<file path="config.mk">
export PLATFORM = sky130hd
export DESIGN_NAME = disp_scan_mux
export DESIGN_NICKNAME = d
export VERILOG_FILES = /design/src/rtl/disp_scan_mux.sv
export SDC_FILE = /design/constraint.sdc
export NUM_CORES = 1
export LEC_CHECK = 0
export ABC_AREA = 1
export CAP_MARGIN = 10
export CORE_UTILIZATION = 30
export DETAILED_ROUTE_END_ITERATION = 10
export DONT_BUFFER_PORTS = 1
export GPL_ROUTABILITY_DRIVEN = 0
export PLACE_DENSITY = 0.51
export SYNTH_ARGS = -nofsm -noshare
export SYNTH_HDL_FRONTEND = slang
export SYNTH_SLANG_ARGS = --single-unit
export TNS_END_PERCENT = 20
</file>
<file path="constraint.sdc">
create_clock -name clk -period 1.6 [get_ports clk]
set_clock_uncertainty 0.1 [all_clocks]
set_input_delay 0.16 -clock clk [delete_from_list [all_inputs] [get_ports clk]]
set_output_delay 0.16 -clock clk [all_outputs]
set_load 0.02 [all_outputs]
</file>
<file path="src/rtl/disp_scan_mux.sv">
// disp_scan_mux: display scan multiplexer.
// Selects one of CHANNELS packed data channels and drives it to a registered output,
// with a matching active-low one-hot channel enable. The channel either follows `sel`
// (manual) or auto-advances every DIV cycles (auto scan).
//
// Ports:
//   clk      - clock; all state updates on the rising edge
//   rst_n    - synchronous active-low reset
//   data_in  - packed channels; channel k is data_in[k*WIDTH +: WIDTH]
//   mode     - 0 = manual select, 1 = auto scan
//   sel      - manual channel index
//   en       - scan enable; 0 freezes prescaler and channel in auto mode
//   blank    - per-channel blank mask; 1 forces that channel's output to zero
//   o        - registered selected data
//   an       - registered one-hot active-low channel enable
//   ch       - current channel index register
//   wrap     - one-cycle pulse coincident with the auto scan returning to channel 0
module disp_scan_mux #(
  parameter int unsigned WIDTH    = 4,
  parameter int unsigned CHANNELS = 4,
  parameter int unsigned DIV      = 16,
  localparam int unsigned SEL_W   = $clog2(CHANNELS)
) (
  input  logic                      clk,
  input  logic                      rst_n,
  input  logic [CHANNELS*WIDTH-1:0] data_in,
  input  logic                      mode,
  input  logic [SEL_W-1:0]          sel,
  input  logic                      en,
  input  logic [CHANNELS-1:0]       blank,
  output logic [WIDTH-1:0]          o,
  output logic [CHANNELS-1:0]       an,
  output logic [SEL_W-1:0]          ch,
  output logic                      wrap
);

  localparam int unsigned PCNT_W = $clog2(DIV);

  logic [PCNT_W-1:0]   pcnt_q, pcnt_d;
  logic [SEL_W-1:0]    ch_q, ch_d;
  logic                mode_q;
  logic                wrap_q, wrap_d;
  logic [WIDTH-1:0]    o_q, o_d;
  logic [CHANNELS-1:0] an_q, an_d;

  // Prescaler / channel next state.
  always_comb begin
    pcnt_d = pcnt_q;
    ch_d   = ch_q;
    wrap_d = 1'b0;
    if (mode != mode_q) begin
      // Mode transition: restart the dwell, keep the channel so the scan resumes from it.
      pcnt_d = '0;
    end else if (!mode) begin
      pcnt_d = '0;
      // Out-of-range indices (non-power-of-two CHANNELS) leave the channel untouched.
      if (32'(sel) < CHANNELS) begin
        ch_d = sel;
      end
    end else if (en) begin
      if (pcnt_q == PCNT_W'(DIV - 1)) begin
        pcnt_d = '0;
        if (ch_q == SEL_W'(CHANNELS - 1)) begin
          ch_d   = '0;
          wrap_d = 1'b1;
        end else begin
          ch_d = ch_q + SEL_W'(1);
        end
      end else begin
        pcnt_d = pcnt_q + PCNT_W'(1);
      end
    end
  end

  // Output selection from the current channel register (one cycle of latency).
  always_comb begin
    o_d  = '0;
    an_d = '1;
    for (int unsigned k = 0; k < CHANNELS; k++) begin
      if (ch_q == SEL_W'(k)) begin
        an_d[k] = 1'b0;
        if (!blank[k]) begin
          o_d = data_in[k*WIDTH +: WIDTH];
        end
      end
    end
  end

  always_ff @(posedge clk) begin
    if (!rst_n) begin
      pcnt_q <= '0;
      ch_q   <= '0;
      mode_q <= 1'b0;
      wrap_q <= 1'b0;
      o_q    <= '0;
      an_q   <= '1;
    end else begin
      pcnt_q <= pcnt_d;
      ch_q   <= ch_d;
      mode_q <= mode;
      wrap_q <= wrap_d;
      o_q    <= o_d;
      an_q   <= an_d;
    end
  end

  assign o    = o_q;
  assign an   = an_q;
  assign ch   = ch_q;
  assign wrap = wrap_q;

endmodule

</file>
# [Word level (Yosys, flattened, before mapping)]
# Cells that the tools add are included.
[classes] n_addsub=2 n_eq_ne=7 muxes=18 bitwise_logic=5 n_reduce_logical=4
[op_table] cell="$mux W4" count=9
[op_table] cell="$mux W2" count=4
[op_table] cell="$mux W1" count=5
[op_table] cell="$not A1 Y1" count=5
[op_table] cell="$reduce_or A5 Y1" count=1
[op_table] cell="$add A4 B1 Y4 const B" count=1
[op_table] cell="$eq A2 B2 Y1 const B" count=2
[op_table] cell="$eq A4 B4 Y1 const B" count=1
[op_table] cell="$ne A2 B1 Y1 const B" count=2
[op_table] cell="$reduce_and A3 Y1" count=1
[op_table] cell="$reduce_or A3 Y1" count=1
[op_table] cell="$add A2 B1 Y2 const B" count=1
[op_table] cell="$eq A2 B1 Y1 const B" count=1
[op_table] cell="$logic_not A2 Y1" count=1
[op_table] cell="$ne A1 B1 Y1" count=1
[word_totals] ff_bits=16 in_bits=26 out_inout_bits=11 wordCells=42

# [Depth between registers and ports, before layout]
[logic_depth] ltp_word=8 mapped_depth=8 mapped_depth_nobuf=8

# [Worst setup path after synthesis]
# Ideal clock, no wire load.
[synth_path] path_type="register -> register" from="register ch_q[1], in the netlist ch[1]" to="register o_q[0], in the netlist o[0]" setup_time_ns=0.117 arrival_time_ns=1.244 t_required_ns=1.383 slack_ns=0.139 path_stages_with_launch=9 n_path_buf=0 period_less_slack_ns=1.461 cell_sequence="dfxtp_1 -> inv_1 -> ha_1 -> nand2_1 -> inv_1 -> nand2_1 -> nand2_1 -> a21oi_1 -> nor2_1"
[synth_via] elab_chain_cells=8 word_cells_on_any_way=11 cone_classes="eq/ne (3); mux (7); reduce/logical (1)"
[synth_lines] item="start, declared" line="40" source="logic [SEL_W-1:0] ch_q, ch_d;"
[synth_lines] item="start signal, assigned" line="99" source="ch_q <= ch_d;"
[synth_lines] item="$logic_not A2 Y1" line="80" source="if (ch_q == SEL_W'(k)) begin"
[synth_lines] item="$mux W4" line="80"
[synth_lines] item="$mux W4" line="82" source="if (!blank[k]) begin"
[synth_lines] item="$mux W4" line="80"
[synth_lines] item="$mux W4" line="82"
[synth_lines] item="$mux W4" line="80"
[synth_lines] item="$mux W4" line="82"
[synth_lines] item="$mux W4 (*)" line="80"
[synth_lines] item="end signal, assigned" line="95" source="o_q <= '0;"
[synth_lines] item="end signal, assigned" line="102" source="o_q <= o_d;"
[synth_lines] item="end, declared" line="43" source="logic [WIDTH-1:0] o_q, o_d;"
# Mark *: on every way between the ends. The rest lies on a longest branch, timed or not.
# A chain may end at the register's enable or synchronous reset.

# [Worst setup path after layout]
[layout_path] from="register ch_q[1], in the netlist ch[1]" to="register o_q[2], in the netlist o[2]"
# Same word-level chain as after synthesis.

==> results by stage <==
Run status:
- The run finished with clean final reports.

Detailed routing:
- Summing over every cut layer, the via total after detailed routing is approximately 770.
- For this run, design rule violations remaining after detail routing come to 0.
- The DRC violation total after the first TritonRoute iteration is 8.
- The number of vias per cell after detailed routing is 4.677.
- The detailed-router iteration count before antenna repair is 4.
- For this block, the routed nets add up to 1.799 mm of wire.
- In the final routed layout, each cell accounts on average for 10.97 um.
- Once detail routing completed, the nets flagged for antenna violations numbered 0.

Setup path:
- The cell that appears most often on the critical path is sky130_fd_sc_hd__nand2_1.
- Together, buffers and inverters on the worst path number 2.
- The worst setup path is launched from a register.
- The category of the most critical setup path is reg2reg.
- In this run the critical register-to-register path is captured at o[2].
- The worst register-to-register path begins at ch[1].
- In this design, the largest share of critical-path delay is due to flip-flops.
- The maximum cell stage delay along the critical path is 0.37 ns.
- The worst register-to-register path has a depth of 8.
- At the worst endpoint, the arrival time is 1.48 ns.
- The slack of the worst reg-to-reg path is 0.20 ns.
- For this design, the slowest cell found on the critical path is sky130_fd_sc_hd__dfxtp_1.
- STA classifies the critical path endpoint as a register.
- Of all nets on the critical path, the largest fanout is 5.
- The data required time at the worst endpoint is 1.68 ns.
- The signal on the critical path passes through inv_1, ha_1, nand2_1, inv_1, nand2_1, nand2_1, a21oi_1, nor2_1.

STA:
- The total count of max-transition violations in the final report is 0.
- The highest clock rate is 0.7152 GHz.
- The hold violation total from the final report is 0.
- Setup violations remaining at the end of the flow were counted as 0.
- The shortest period the worst path allows is 1.398 ns.
- The transition time of the tightest slew-check pin is around 0.44 ns.
- Setup repair after global routing left no endpoint under its margin.
- The worst path uses between 80 and 90% of the clock period.
- The relative slew slack is between 70% and 80%.
- The setup TNS is 0 ns.

CTS:
- No sink is reached through more buffers than the 2 on the longest clock path.
- The insertion delay of the later-clocked pin in the worst-skew pair is 0.28 ns.
- The number of setup buffers added after CTS is 0.
- The clock sink count is 16.
- After clock tree synthesis, the clock-pin slew on the worst setup and hold paths is 0.10 ns.
- CTS built an H-tree with a depth of 1.
- The cell at the root of the clock tree is sky130_fd_sc_hd__clkbuf_4.
- The CTS tree is done.
- Buffers inserted during clock tree synthesis total 3.

Logic synthesis:
- The synthesized flop and latch total is 16.
- Synthesis produced a netlist whose cell count is 121.
- Yosys mapped the design onto 21 distinct sky130hd cell types.
- The fraction of the yosys area taken by sequential cells is 38.15%.
- The synthesized netlist net count is about 150.
- The synthesized netlist occupies a cell area of 839.6 um2.
- The number of warnings printed during yosys synthesis is 0.
- The mean instance size in the synthesized netlist is 6.938 um2.

Floorplan:
- Measured along the x axis, the die boundary spans 54.90 um.
- The floorplan step defined a die boundary enclosing about 0.0030 mm2.
- 37 I/O pins were placed.
- The initial utilization of the core area, before any placement, comes to 32.70%.
- The floorplan has 18 rows.
- The vertical die dimension is 54.90 um.
- The core footprint is 0.002567 mm2.

Min path:
- The worst hold path was traced through 4 stages.
- The class of the tightest hold or removal check is in2reg.
- The origin of the worst min-delay path is data_in[4].
- The sink of the worst hold path is o[0].

Cells and area:
- The share of the core filled with cells is 38.94%.
- The post-layout net count is 167.
- Cells with a size suffix above 1 make up 11.19% of the layout.
- The layout overhead on the synthesized area is 19.08%.
- The number of antenna diodes in the final layout is 0.
- For this run, the number of standard cells in the final layout without fillers is 164.

GRT:
- Global routing finished with a remaining overflow of 0.
- The overall routing resource usage is around 14%.
- The maximum number of pins on one net before global-route repair is 12.
- The number of antenna violations at the first check in global routing is 0.
- The number of global-route vias before repair is 663.
- The wire length of the first global-routing pass is 2.891 mm.

Placed design:
- The placed instance count is 152.
- The count of buffers added on input and output ports is 0.
- The HPWL after detailed placement is 1.424 mm.

Power:
- IR analysis of the VDD net gives a maximum drop of approximately 490 uV.
- The total power after layout is 0.8471 mW.
- The leakage power is between 0.4 and 0.5 nW.
- Dividing total power by cell area gives a power density of 847.3 mW/mm2.

Job:
- The max-capacitance violation count is 0.
## sequential cells by signal, summed over array words and instances, names as in the netlist
register and flops:
ch 2, pcnt_q 4, wrap 1, an 4, o 4, mode_q 1
## worst register-to-register path, delay by kind of cell, from the launching register on
family                   cells  cell delay (ns)
AO/OA/AOI/OAI                1             0.13
AND/OR/NAND/NOR              4             0.31
flip-flops                   1             0.37
buffers and inverters        2             0.16
adder cells (fa/ha/maj)      1             0.23
## how the worst max path moves through the flow
stage          start   end  slack [ns]  depth (start not counted)
4_1_cts        ch[0]  o[3]        0.16                          7
2_1_floorplan  ch[1]  o[0]        0.14                          8
3_3_place_gp   ch[0]  o[3]        0.18                          7
3_5_place_dp   ch[0]  o[3]        0.18                          7
5_1_grt        ch[0]  o[3]        0.04                          7
6_report       ch[1]  o[2]        0.20                          8
## cell usage after synthesis
cell	instances	area (um2)
sky130_fd_sc_hd__nand2_2	3	18.77
sky130_fd_sc_hd__inv_2	2	7.510
sky130_fd_sc_hd__dfxtp_1	16	320.3
sky130_fd_sc_hd__nand3_1	10	50.05
sky130_fd_sc_hd__nor3_1	1	5.000
sky130_fd_sc_hd__o211ai_1	1	7.510
sky130_fd_sc_hd__clkinv_1	1	3.750
sky130_fd_sc_hd__a21oi_2	1	8.760
sky130_fd_sc_hd__nor2_1	11	41.29
sky130_fd_sc_hd__and3_1	1	6.260
sky130_fd_sc_hd__nor2_2	1	6.260
sky130_fd_sc_hd__o21ai_1	1	5.000
sky130_fd_sc_hd__a21oi_1	7	35.03
sky130_fd_sc_hd__inv_1	15	56.30
sky130_fd_sc_hd__o31ai_1	1	7.510
sky130_fd_sc_hd__o21ai_0	4	20.02
sky130_fd_sc_hd__nor3b_1	1	7.510
sky130_fd_sc_hd__ha_1	6	75.07
sky130_fd_sc_hd__nand2_4	1	11.26
sky130_fd_sc_hd__nand2_1	36	135.1
sky130_fd_sc_hd__buf_6	1	11.26
## metal layers
metal | vias up | track usage (%) | wire (um)
li1 | 406 | - | -
met3 | 2 | 3.825 | 152
met4 | 0 | 7.500 | 17
met5 | - | 0 | 0
met1 | 337 | 17.22 | 842
met2 | 22 | 21.69 | 787
## repair_timing
| action | CTS | global route |
|---|---|---|
| endpoints found under the setup margin | 0 | 2 |
| hold buffers | 8 | 0 |
| endpoints found under the hold margin | 15 | 0 |
| resized for setup | 0 | 1 |
## cell families after synthesis
group / after synthesis / synth area share [%]
AND/OR/NAND/NOR: 65 / 33.53
flip-flops: 16 / 38.15
buffers and inverters: 19 / 9.388
AO/OA/AOI/OAI: 15 / 9.985
adder cells (fa/ha/maj): 6 / 8.942
## placed cells by master, fill, tap and decap left out
master | Yosys | final
sky130_fd_sc_hd__nand2_1 | 36 | 35
sky130_fd_sc_hd__dfxtp_1 | 16 | 16
sky130_fd_sc_hd__inv_1 | 15 | 15
sky130_fd_sc_hd__nor2_1 | 11 | 11
sky130_fd_sc_hd__nand3_1 | 10 | 10
sky130_fd_sc_hd__dlygate4sd3_1 | 0 | 8
sky130_fd_sc_hd__a21oi_1 | 7 | 7
sky130_fd_sc_hd__ha_1 | 6 | 6
sky130_fd_sc_hd__nand2_2 | 3 | 4
sky130_fd_sc_hd__o21ai_0 | 4 | 4
sky130_fd_sc_hd__clkbuf_4 | 0 | 3
sky130_fd_sc_hd__inv_2 | 2 | 2
sky130_fd_sc_hd__buf_4 | 0 | 2
sky130_fd_sc_hd__nor2_2 | 1 | 1
sky130_fd_sc_hd__clkinv_1 | 1 | 1
sky130_fd_sc_hd__and3_1 | 1 | 1
sky130_fd_sc_hd__nor3_1 | 1 | 1
sky130_fd_sc_hd__nor3b_1 | 1 | 1
sky130_fd_sc_hd__o31ai_1 | 1 | 1
sky130_fd_sc_hd__nand2_4 | 1 | 1
sky130_fd_sc_hd__o211ai_1 | 1 | 1
sky130_fd_sc_hd__o21ai_1 | 1 | 1
sky130_fd_sc_hd__a21oi_2 | 1 | 1
sky130_fd_sc_hd__clkbuf_8 | 0 | 1
## per-stage QoR
step / area [um2] / setup WS (ns) / hold slack (ns)
finish: 999.7 / 0.2017 / 0.01714
CTS: 997.2 / 0.1563 / 0.009634
global placement: 880.8 / 0.1754 / 0.1363
floorplan: 839.6 / 0.1387 / 0.1535
global route: 999.7 / 0.03623 / 0.02488
detailed placement: 880.8 / 0.1791 / 0.1353
## area by class of cell
class,count,area (um2)
sequential,16,320.3
multi-input combinational,86,442.9
inverter,18,67.56
timing repair buffer,10,95.09
fill,303,1568
clock buffer,4,36.28
tap,30,37.54
## power by group
group	total, mW	switching [mW]	internal (mW)
registers	0.445	0.0264	0.418
logic	0.133	0.0771	0.0557
clock network	0.270	0.131	0.138
total	0.847	0.235	0.612
Note: power is estimated with default switching activity, not from simulation.
